File: src/rtl/mc_control_unit.sv
// mc_control_unit: multi-cycle 6502-subset sequencer driving a req/ack memory port.
// Holds A, X, Y, P and PC; fetches, decodes and executes one instruction at a time.
module mc_control_unit #(
   parameter logic [15:0] RESET_PC = 16'h1000,
   parameter int unsigned CNT_W    = 32
) (
   input  logic             clk,
   input  logic             reset,
   input  logic             run,
   output logic             mem_req,
   output logic             mem_we,
   output logic [15:0]      mem_addr,
   output logic [7:0]       mem_wdata,
   input  logic [7:0]       mem_rdata,
   input  logic             mem_ack,
   output logic [7:0]       a_out,
   output logic [7:0]       x_out,
   output logic [7:0]       y_out,
   output logic [7:0]       p_out,
   output logic [15:0]      pc_out,
   output logic             halted,
   output logic [CNT_W-1:0] instret
);

   typedef enum logic [2:0] {
      S_FETCH, S_OPER, S_READ, S_EXEC, S_WRITE, S_HALT
   } state_e;

   typedef enum logic [2:0] {
      M_IMP, M_IMM, M_ZP, M_ABS, M_ABSX, M_REL
   } mode_e;

   typedef enum logic [4:0] {
      OP_ILL, OP_LDA, OP_LDX, OP_LDY, OP_STA, OP_ADC, OP_SBC, OP_AND,
      OP_ORA, OP_EOR, OP_INX, OP_INY, OP_DEX, OP_DEY, OP_CLC, OP_SEC,
      OP_JMP, OP_BEQ, OP_BNE, OP_NOP
   } op_e;

   typedef struct packed {
      op_e   op;
      mode_e mode;
   } dec_t;

   function automatic dec_t decode(input logic [7:0] opc);
      dec_t d;
      d.op   = OP_ILL;
      d.mode = M_IMP;
      case (opc)
         8'hA9: begin d.op = OP_LDA; d.mode = M_IMM;  end
         8'hA5: begin d.op = OP_LDA; d.mode = M_ZP;   end
         8'hAD: begin d.op = OP_LDA; d.mode = M_ABS;  end
         8'hBD: begin d.op = OP_LDA; d.mode = M_ABSX; end
         8'hA2: begin d.op = OP_LDX; d.mode = M_IMM;  end
         8'hA0: begin d.op = OP_LDY; d.mode = M_IMM;  end
         8'h85: begin d.op = OP_STA; d.mode = M_ZP;   end
         8'h8D: begin d.op = OP_STA; d.mode = M_ABS;  end
         8'h9D: begin d.op = OP_STA; d.mode = M_ABSX; end
         8'h69: begin d.op = OP_ADC; d.mode = M_IMM;  end
         8'h65: begin d.op = OP_ADC; d.mode = M_ZP;   end
         8'h6D: begin d.op = OP_ADC; d.mode = M_ABS;  end
         8'hE9: begin d.op = OP_SBC; d.mode = M_IMM;  end
         8'h29: begin d.op = OP_AND; d.mode = M_IMM;  end
         8'h09: begin d.op = OP_ORA; d.mode = M_IMM;  end
         8'h49: begin d.op = OP_EOR; d.mode = M_IMM;  end
         8'hE8: d.op = OP_INX;
         8'hC8: d.op = OP_INY;
         8'hCA: d.op = OP_DEX;
         8'h88: d.op = OP_DEY;
         8'h18: d.op = OP_CLC;
         8'h38: d.op = OP_SEC;
         8'h4C: begin d.op = OP_JMP; d.mode = M_ABS;  end
         8'hF0: begin d.op = OP_BEQ; d.mode = M_REL;  end
         8'hD0: begin d.op = OP_BNE; d.mode = M_REL;  end
         8'hEA: d.op = OP_NOP;
         default: d.op = OP_ILL;
      endcase
      return d;
   endfunction

   function automatic logic [1:0] instr_size(input mode_e m);
      logic [1:0] s;
      case (m)
         M_IMP:                s = 2'd1;
         M_IMM, M_ZP, M_REL:   s = 2'd2;
         default:              s = 2'd3;
      endcase
      return s;
   endfunction

   state_e           state_q, state_d;
   logic [15:0]      pc_q, pc_d;
   logic [7:0]       a_q, a_d, x_q, x_d, y_q, y_d, p_q, p_d;
   logic [7:0]       ir_q, ir_d, lo_q, lo_d, hi_q, hi_d, m_q, m_d;
   logic             opidx_q, opidx_d;
   logic             pend_q, pend_d;
   logic [CNT_W-1:0] instret_q, instret_d;

   dec_t        dec_f, dec_r;
   logic [1:0]  size_r;
   logic [15:0] ea, pc_seq, br_tgt;
   logic [7:0]  opnd;
   logic        reads_mem;

   assign dec_f     = decode(mem_rdata);
   assign dec_r     = decode(ir_q);
   assign size_r    = instr_size(dec_r.mode);
   assign pc_seq    = pc_q + {14'd0, size_r};
   assign br_tgt    = pc_q + 16'd2 + {{8{lo_q[7]}}, lo_q};
   assign opnd      = (dec_r.mode == M_IMM) ? lo_q : m_q;
   assign reads_mem = ((dec_r.mode == M_ZP) || (dec_r.mode == M_ABS) || (dec_r.mode == M_ABSX))
                      && (dec_r.op != OP_STA) && (dec_r.op != OP_JMP);

   // Effective address for data reads and stores (abs,X wraps at 16 bits).
   always_comb begin
      case (dec_r.mode)
         M_ZP:    ea = {8'h00, lo_q};
         M_ABSX:  ea = {hi_q, lo_q} + {8'h00, x_q};
         default: ea = {hi_q, lo_q};
      endcase
   end

   logic [7:0]  ex_a, ex_x, ex_y, ex_p, addend, nz_val;
   logic [15:0] ex_pc;
   logic [8:0]  sum;
   logic        set_nz;

   // Execute datapath: architectural results of the decoded instruction.
   always_comb begin
      ex_a   = a_q;
      ex_x   = x_q;
      ex_y   = y_q;
      ex_p   = p_q;
      ex_pc  = pc_seq;
      nz_val = 8'h00;
      set_nz = 1'b0;
      addend = (dec_r.op == OP_SBC) ? ~opnd : opnd;
      sum    = {1'b0, a_q} + {1'b0, addend} + {8'd0, p_q[0]};
      case (dec_r.op)
         OP_LDA: begin ex_a = opnd; nz_val = opnd; set_nz = 1'b1; end
         OP_LDX: begin ex_x = opnd; nz_val = opnd; set_nz = 1'b1; end
         OP_LDY: begin ex_y = opnd; nz_val = opnd; set_nz = 1'b1; end
         OP_ADC, OP_SBC: begin
            ex_a    = sum[7:0];
            nz_val  = sum[7:0];
            set_nz  = 1'b1;
            ex_p[0] = sum[8];
            ex_p[6] = (a_q[7] ^ sum[7]) & (addend[7] ^ sum[7]);
         end
         OP_AND: begin ex_a = a_q & opnd; nz_val = a_q & opnd; set_nz = 1'b1; end
         OP_ORA: begin ex_a = a_q | opnd; nz_val = a_q | opnd; set_nz = 1'b1; end
         OP_EOR: begin ex_a = a_q ^ opnd; nz_val = a_q ^ opnd; set_nz = 1'b1; end
         OP_INX: begin ex_x = x_q + 8'd1; nz_val = x_q + 8'd1; set_nz = 1'b1; end
         OP_INY: begin ex_y = y_q + 8'd1; nz_val = y_q + 8'd1; set_nz = 1'b1; end
         OP_DEX: begin ex_x = x_q - 8'd1; nz_val = x_q - 8'd1; set_nz = 1'b1; end
         OP_DEY: begin ex_y = y_q - 8'd1; nz_val = y_q - 8'd1; set_nz = 1'b1; end
         OP_CLC: ex_p[0] = 1'b0;
         OP_SEC: ex_p[0] = 1'b1;
         OP_JMP: ex_pc = {hi_q, lo_q};
         OP_BEQ: if (p_q[1])  ex_pc = br_tgt;
         OP_BNE: if (!p_q[1]) ex_pc = br_tgt;
         default: ;
      endcase
      if (set_nz) begin
         ex_p[1] = (nz_val == 8'h00);
         ex_p[7] = nz_val[7];
      end
   end

   // Sequencer: next state, memory request and register updates.
   always_comb begin
      state_d   = state_q;
      pc_d      = pc_q;
      a_d       = a_q;
      x_d       = x_q;
      y_d       = y_q;
      p_d       = p_q;
      ir_d      = ir_q;
      lo_d      = lo_q;
      hi_d      = hi_q;
      m_d       = m_q;
      opidx_d   = opidx_q;
      pend_d    = 1'b0;
      instret_d = instret_q;
      mem_req   = 1'b0;
      mem_we    = 1'b0;
      mem_addr  = pc_q;
      mem_wdata = a_q;
      case (state_q)
         S_FETCH: begin
            // Once a fetch is issued it is held until ack, even if run drops.
            mem_req  = run | pend_q;
            mem_addr = pc_q;
            if (mem_req && mem_ack) begin
               ir_d    = mem_rdata;
               opidx_d = 1'b0;
               if (dec_f.op == OP_ILL)       state_d = S_HALT;
               else if (dec_f.mode == M_IMP) state_d = S_EXEC;
               else                          state_d = S_OPER;
            end else begin
               pend_d = mem_req;
            end
         end
         S_OPER: begin
            mem_req  = 1'b1;
            mem_addr = pc_q + (opidx_q ? 16'd2 : 16'd1);
            if (mem_ack) begin
               if (!opidx_q) lo_d = mem_rdata;
               else          hi_d = mem_rdata;
               if (opidx_q || (size_r == 2'd2)) begin
                  if (reads_mem)                state_d = S_READ;
                  else if (dec_r.op == OP_STA)  state_d = S_WRITE;
                  else                          state_d = S_EXEC;
               end else begin
                  opidx_d = 1'b1;
               end
            end
         end
         S_READ: begin
            mem_req  = 1'b1;
            mem_addr = ea;
            if (mem_ack) begin
               m_d     = mem_rdata;
               state_d = S_EXEC;
            end
         end
         S_EXEC: begin
            a_d       = ex_a;
            x_d       = ex_x;
            y_d       = ex_y;
            p_d       = ex_p;
            pc_d      = ex_pc;
            instret_d = instret_q + CNT_W'(1);
            state_d   = S_FETCH;
         end
         S_WRITE: begin
            mem_req   = 1'b1;
            mem_we    = 1'b1;
            mem_addr  = ea;
            mem_wdata = a_q;
            if (mem_ack) begin
               pc_d      = pc_seq;
               instret_d = instret_q + CNT_W'(1);
               state_d   = S_FETCH;
            end
         end
         S_HALT: ;
         default: state_d = S_FETCH;
      endcase
      if (reset) mem_req = 1'b0;
   end

   // State and architectural registers with synchronous reset.
   always_ff @(posedge clk) begin
      if (reset) begin
         state_q   <= S_FETCH;
         pc_q      <= RESET_PC;
         a_q       <= '0;
         x_q       <= '0;
         y_q       <= '0;
         p_q       <= '0;
         ir_q      <= '0;
         lo_q      <= '0;
         hi_q      <= '0;
         m_q       <= '0;
         opidx_q   <= 1'b0;
         pend_q    <= 1'b0;
         instret_q <= '0;
      end else begin
         state_q   <= state_d;
         pc_q      <= pc_d;
         a_q       <= a_d;
         x_q       <= x_d;
         y_q       <= y_d;
         p_q       <= p_d;
         ir_q      <= ir_d;
         lo_q      <= lo_d;
         hi_q      <= hi_d;
         m_q       <= m_d;
         opidx_q   <= opidx_d;
         pend_q    <= pend_d;
         instret_q <= instret_d;
      end
   end

   assign a_out   = a_q;
   assign x_out   = x_q;
   assign y_out   = y_q;
   assign p_out   = p_q;
   assign pc_out  = pc_q;
   assign halted  = (state_q == S_HALT);
   assign instret = instret_q;

endmodule
File: config.mk
export PLATFORM = sky130hd
export DESIGN_NAME = mc_control_unit
export DESIGN_NICKNAME = d
export VERILOG_FILES = /design/src/rtl/mc_control_unit.sv
export SDC_FILE = /design/constraint.sdc
export NUM_CORES = 1
export LEC_CHECK = 0
export CORE_UTILIZATION = 55
export CTS_CLUSTER_SIZE = 30
export DETAILED_ROUTE_END_ITERATION = 8
export PLACE_DENSITY = 0.79
export SYNTH_ARGS = -nofsm -noshare
export SYNTH_HDL_FRONTEND = slang
export SYNTH_SLANG_ARGS = --single-unit
File: constraint.sdc
create_clock -name clk -period 6.1 [get_ports clk]
set_clock_uncertainty 0.2 [all_clocks]
set_input_delay 0.915 -clock clk [delete_from_list [all_inputs] [get_ports clk]]
set_output_delay 0.915 -clock clk [all_outputs]
set_load 0.02 [all_outputs]
==> summary.md <==
| Metric | Value |
|---|---|
| Status | `complete, no violations` |
| Delay-heaviest family, CP | `simple AND/OR/NAND/NOR gates` |
| Vias in the first global route | `between 9000 and 10000` |
| Synthesized area per cell | `~7.7 um2` |
| Ant diodes | `0` |
| Die Area | `18470 um2` |
| CTS Sinks | `113` |
| Tot GR Track Use | `0.3375` |
| Post-CTS Hold Buffers | `0` |
| Final #Nets | `1432` |
| Fin crit share | `0.8605` |
| DIE WIDTH | `135.9 um` |
| H-tree depth | `4` |
| Final Setup Violations | `0` |
| Post-CTS setup repair buffer count | `0` |
| Post-route antenna net violation count | `0` |
| Vias per Instance | `approximately 6.6` |
| Worst Tran Pin Value | `1.187 ns` |
| First-pass GRT wire length | `48.56 mm` |
| # IOs | `around 120` |
| WL met3 | `between 3 and 4 mm` |
| Power Dens Cells | `approximately 200 nW/um2` |
| Clock share of power | `0.466` |
| Max-Cap Viols | `0` |
| Latest clock arrival within the worst-skew pair | `around 0.43 ns` |
| Crit path cell chain | `or2_1 -> or4_4 -> nand2_1 -> mux2_2 -> xnor2_1 -> fa_1 -> inv_1 -> fa_1 -> xor2_1 -> a222oi_1 -> o2111ai_1 -> or4_1 -> or4_1 -> o32ai_2` |
| Crit-path max FO | `18` |
| Sequential power share | `0.355` |
| Number of synthesized register bits | `roughly 110` |
| Peak supply drop | `0.2084 mV` |
| Setup crit start kind | `register` |
| Core area | `17420 um2` |
| Worst hold path class | `reg -> reg` |
| Final Max Slew Viols | `0` |
| Slowest stage cell, crit path | `or4_4` |
| Routed length on met1 | `13.96 mm` |
| Worst setup EP type | `register` |
| CTS tree | `done` |
| Drt first pass iters | `5` |
| F_max | `about 0.19 GHz` |
| Layout cells sized above 1 | `0.06112` |
| Crit-path max cell delay | `0.56 ns` |
| Syn Std Cell Area | `9862 um2` |
| Met2 routed WL | `13.53 mm` |
| Placed cell count | `1551` |
| WL final | `31.39 mm` |
| Static leakage | `4.403 nW` |
| Hold Fails Final Rpt | `0` |
| Final worst path period need | `5.249 ns` |
| Cell Count, Final, Fillers Out | `1583` |
| Cell row count | `48` |
| Count of cell types in the netlist | `88` |
| Comb pwr share | `0.178` |
| CP Depth | `14` |
| Largest net degree at the start of global routing | `83` |
| WHS Path Cells | `2` |
| Critical path type | `reg -> reg` |
| Pwr Total | `2.283 mW` |
| Buf/Inv on CP | `1` |
| Final HPWL DP | `approximately 23 mm` |
| Starting Density | `0.5662` |
| Fin area | `11620 um2` |
| Die height | `about 140 um` |
| Seq/Total Area, Yosys | `0.2294` |
| Clock transition at path regs | `0.07 ns` |
| Unrepaired setup endpoints after global routing | `no` |
| GP Congestion | `slightly below 1` |
| Num CTS Buffers | `17` |
| Sw frac | `0.3268` |
| P_sw | `around 0.75 mW` |
| Synth Instances | `1283` |
| Placed cell areas | `11010 um2` |
| Max Used Layer | `met4` |
| Worst-case reg-to-reg path depth | `14` |
| Post-synth EDFFs | `0` |
| Initial antenna violation count | `0` |
| Routed length per instance | `19.83 um` |
| Area grow syn2layout | `17.81%` |
| Async SR Flop Fraction | `0` |
| Top FF cell, synth | `dfxtp_1` |
| Syn. warnings | `0` |
| Drt initial violations | `1237` |
| CP required | `6.25 ns` |
| Fin Hold WS | `just over 0.3 ns` |
| Post-CTS Resized | `0` |
| Cell internal pwr | `1.537 mW` |
| Drt drc | `0` |
| Final setup TNS | `0 ns` |
| CTS max path bufs | `2` |
| Worst Path Arrival | `5.40 ns` |
| GRT overflow | `0` |
| Port Buffers | `between 100 and 150` |
| CTS Root Cell | `clkbuf_16` |
| Via count | `10430` |
| Rel. slew slack | `0.1883` |
## layout by cell type, fill, tap and decap left out, drive strengths merged, types with 19 or more instances in the layout
cell type / count
nand3: 51
a211oi: 24
dfxtp: 113
o21ai: 56
inv: 60
xor2: 41
a21oi: 69
nor3: 40
nand2: 114
ha: 69
a22oi: 19
and3: 19
clkdlybuf4s50: 113
nor2: 144
xnor2: 36
mux2i: 37
## per-stage QoR
stage	utilization	worst slack, ns
after global placement	0.6320	1.089
after global routing	0.6671	0.6710
after floorplan	-	1.460
after detailed placement	0.6320	0.9726
after CTS	0.6671	0.9397
final	0.6671	0.8512
## worst reg2reg max path, stage by stage, from the launching register on
cell and delay [ns]:
dfxtp_1 0.46, or2_1 0.34, or4_4 0.56, nand2_1 0.32, mux2_2 0.46, xnor2_1 0.21
fa_1 0.20, inv_1 0.06, fa_1 0.41, xor2_1 0.18, a222oi_1 0.42, o2111ai_1 0.17
or4_1 0.42, or4_1 0.55, o32ai_2 0.21
## flip-flops by register name (all words and copies together), names as in the netlist
name     count
a_out        8
hi_q         8
instret     32
ir_q         8
lo_q         8
m_q          8
opidx_q      1
p_out        4
pc_out      16
pend_q       1
state_q      3
x_out        8
y_out        8
## synthesized netlist by cell type (7+ instances only)
master     number  area share
xor2_1         41       0.036
and3_1         19       0.012
nor3_1         39       0.020
nand3b_1       10      0.0076
buf_2          17      0.0086
o311ai_0        9      0.0080
a211oi_1       24       0.018
nor2_1        144       0.055
or2_2           7      0.0044
nand2_1       114       0.043
o21bai_1        8      0.0061
ha_1           69       0.088
mux2i_1        37       0.038
a21oi_1        69       0.035
inv_1          48       0.018
o21ai_0        55       0.028
nor2b_1        15      0.0095
buf_4          13      0.0099
o221ai_1       14       0.012
o211ai_1       10      0.0076
nand4_1        14      0.0089
nand2b_1       13      0.0082
or3_1          14      0.0089
nor3b_1         7      0.0053
a22oi_1        19       0.014
nand3_1        51       0.026
o211a_1         7      0.0071
clkbuf_1       58       0.022
or4_1           8      0.0061
a21o_1          9      0.0069
dfxtp_1       113        0.23
xnor2_1        36       0.032
a31oi_1        13      0.0082
nor4_1         15      0.0095
o2111ai_1       8      0.0071
## area by class of cell
class	count	area [um2]
tap	225	281.5
clock buffer	17	425.4
clock inverter	15	185.2
fill	1494	5798
timing repair buffer	131	1266
inverter	49	183.9
multi-input combinational	1033	7014
sequential	113	2262
## cells by family (layout without fill, tap and decap cells)
logic type	after synthesis	in the layout	share of synthesized area
other cells	1	4	0.0003802
buf+inv	140	212	0.06115
flops	113	113	0.2294
xor+xnor	77	77	0.06838
simple gates	515	515	0.2668
fa+ha+maj	75	75	0.09972
mux	43	43	0.04555
compound gates	319	319	0.2286
## power by group through the flow
| stage | clock network (mW) | logic, mW | registers, mW |
|---|---|---|---|
| floorplan | 0 | 0.295 | 0.800 |
| global placement | 0 | 0.388 | 0.824 |
| detailed placement | 0 | 0.396 | 0.825 |
| CTS | 1.07 | 0.399 | 0.809 |
| global route | 1.10 | 0.442 | 0.815 |
| finish | 1.06 | 0.407 | 0.811 |
## path summary, 6_finish.rpt
path / startpoint / slack, ns / to
setup / recovery: ir_q[3] / 0.85 / p_out[1]
hold / removal: p_out[6] / 0.31 / p_out[6]
setup reg to reg: ir_q[3] / 0.85 / p_out[1]
hold reg to reg: p_out[6] / 0.31 / p_out[6]
## layer usage
| layer | track usage | up-vias |
|---|---|---|
| met5 | 0 | - |
| met4 | 0.1154 | 0 |
| met3 | 0.07457 | 60 |
| met2 | 0.4991 | 556 |
| met1 | 0.4789 | 4935 |
| li1 | - | 4874 |
(Power assumes the default switching activity.)
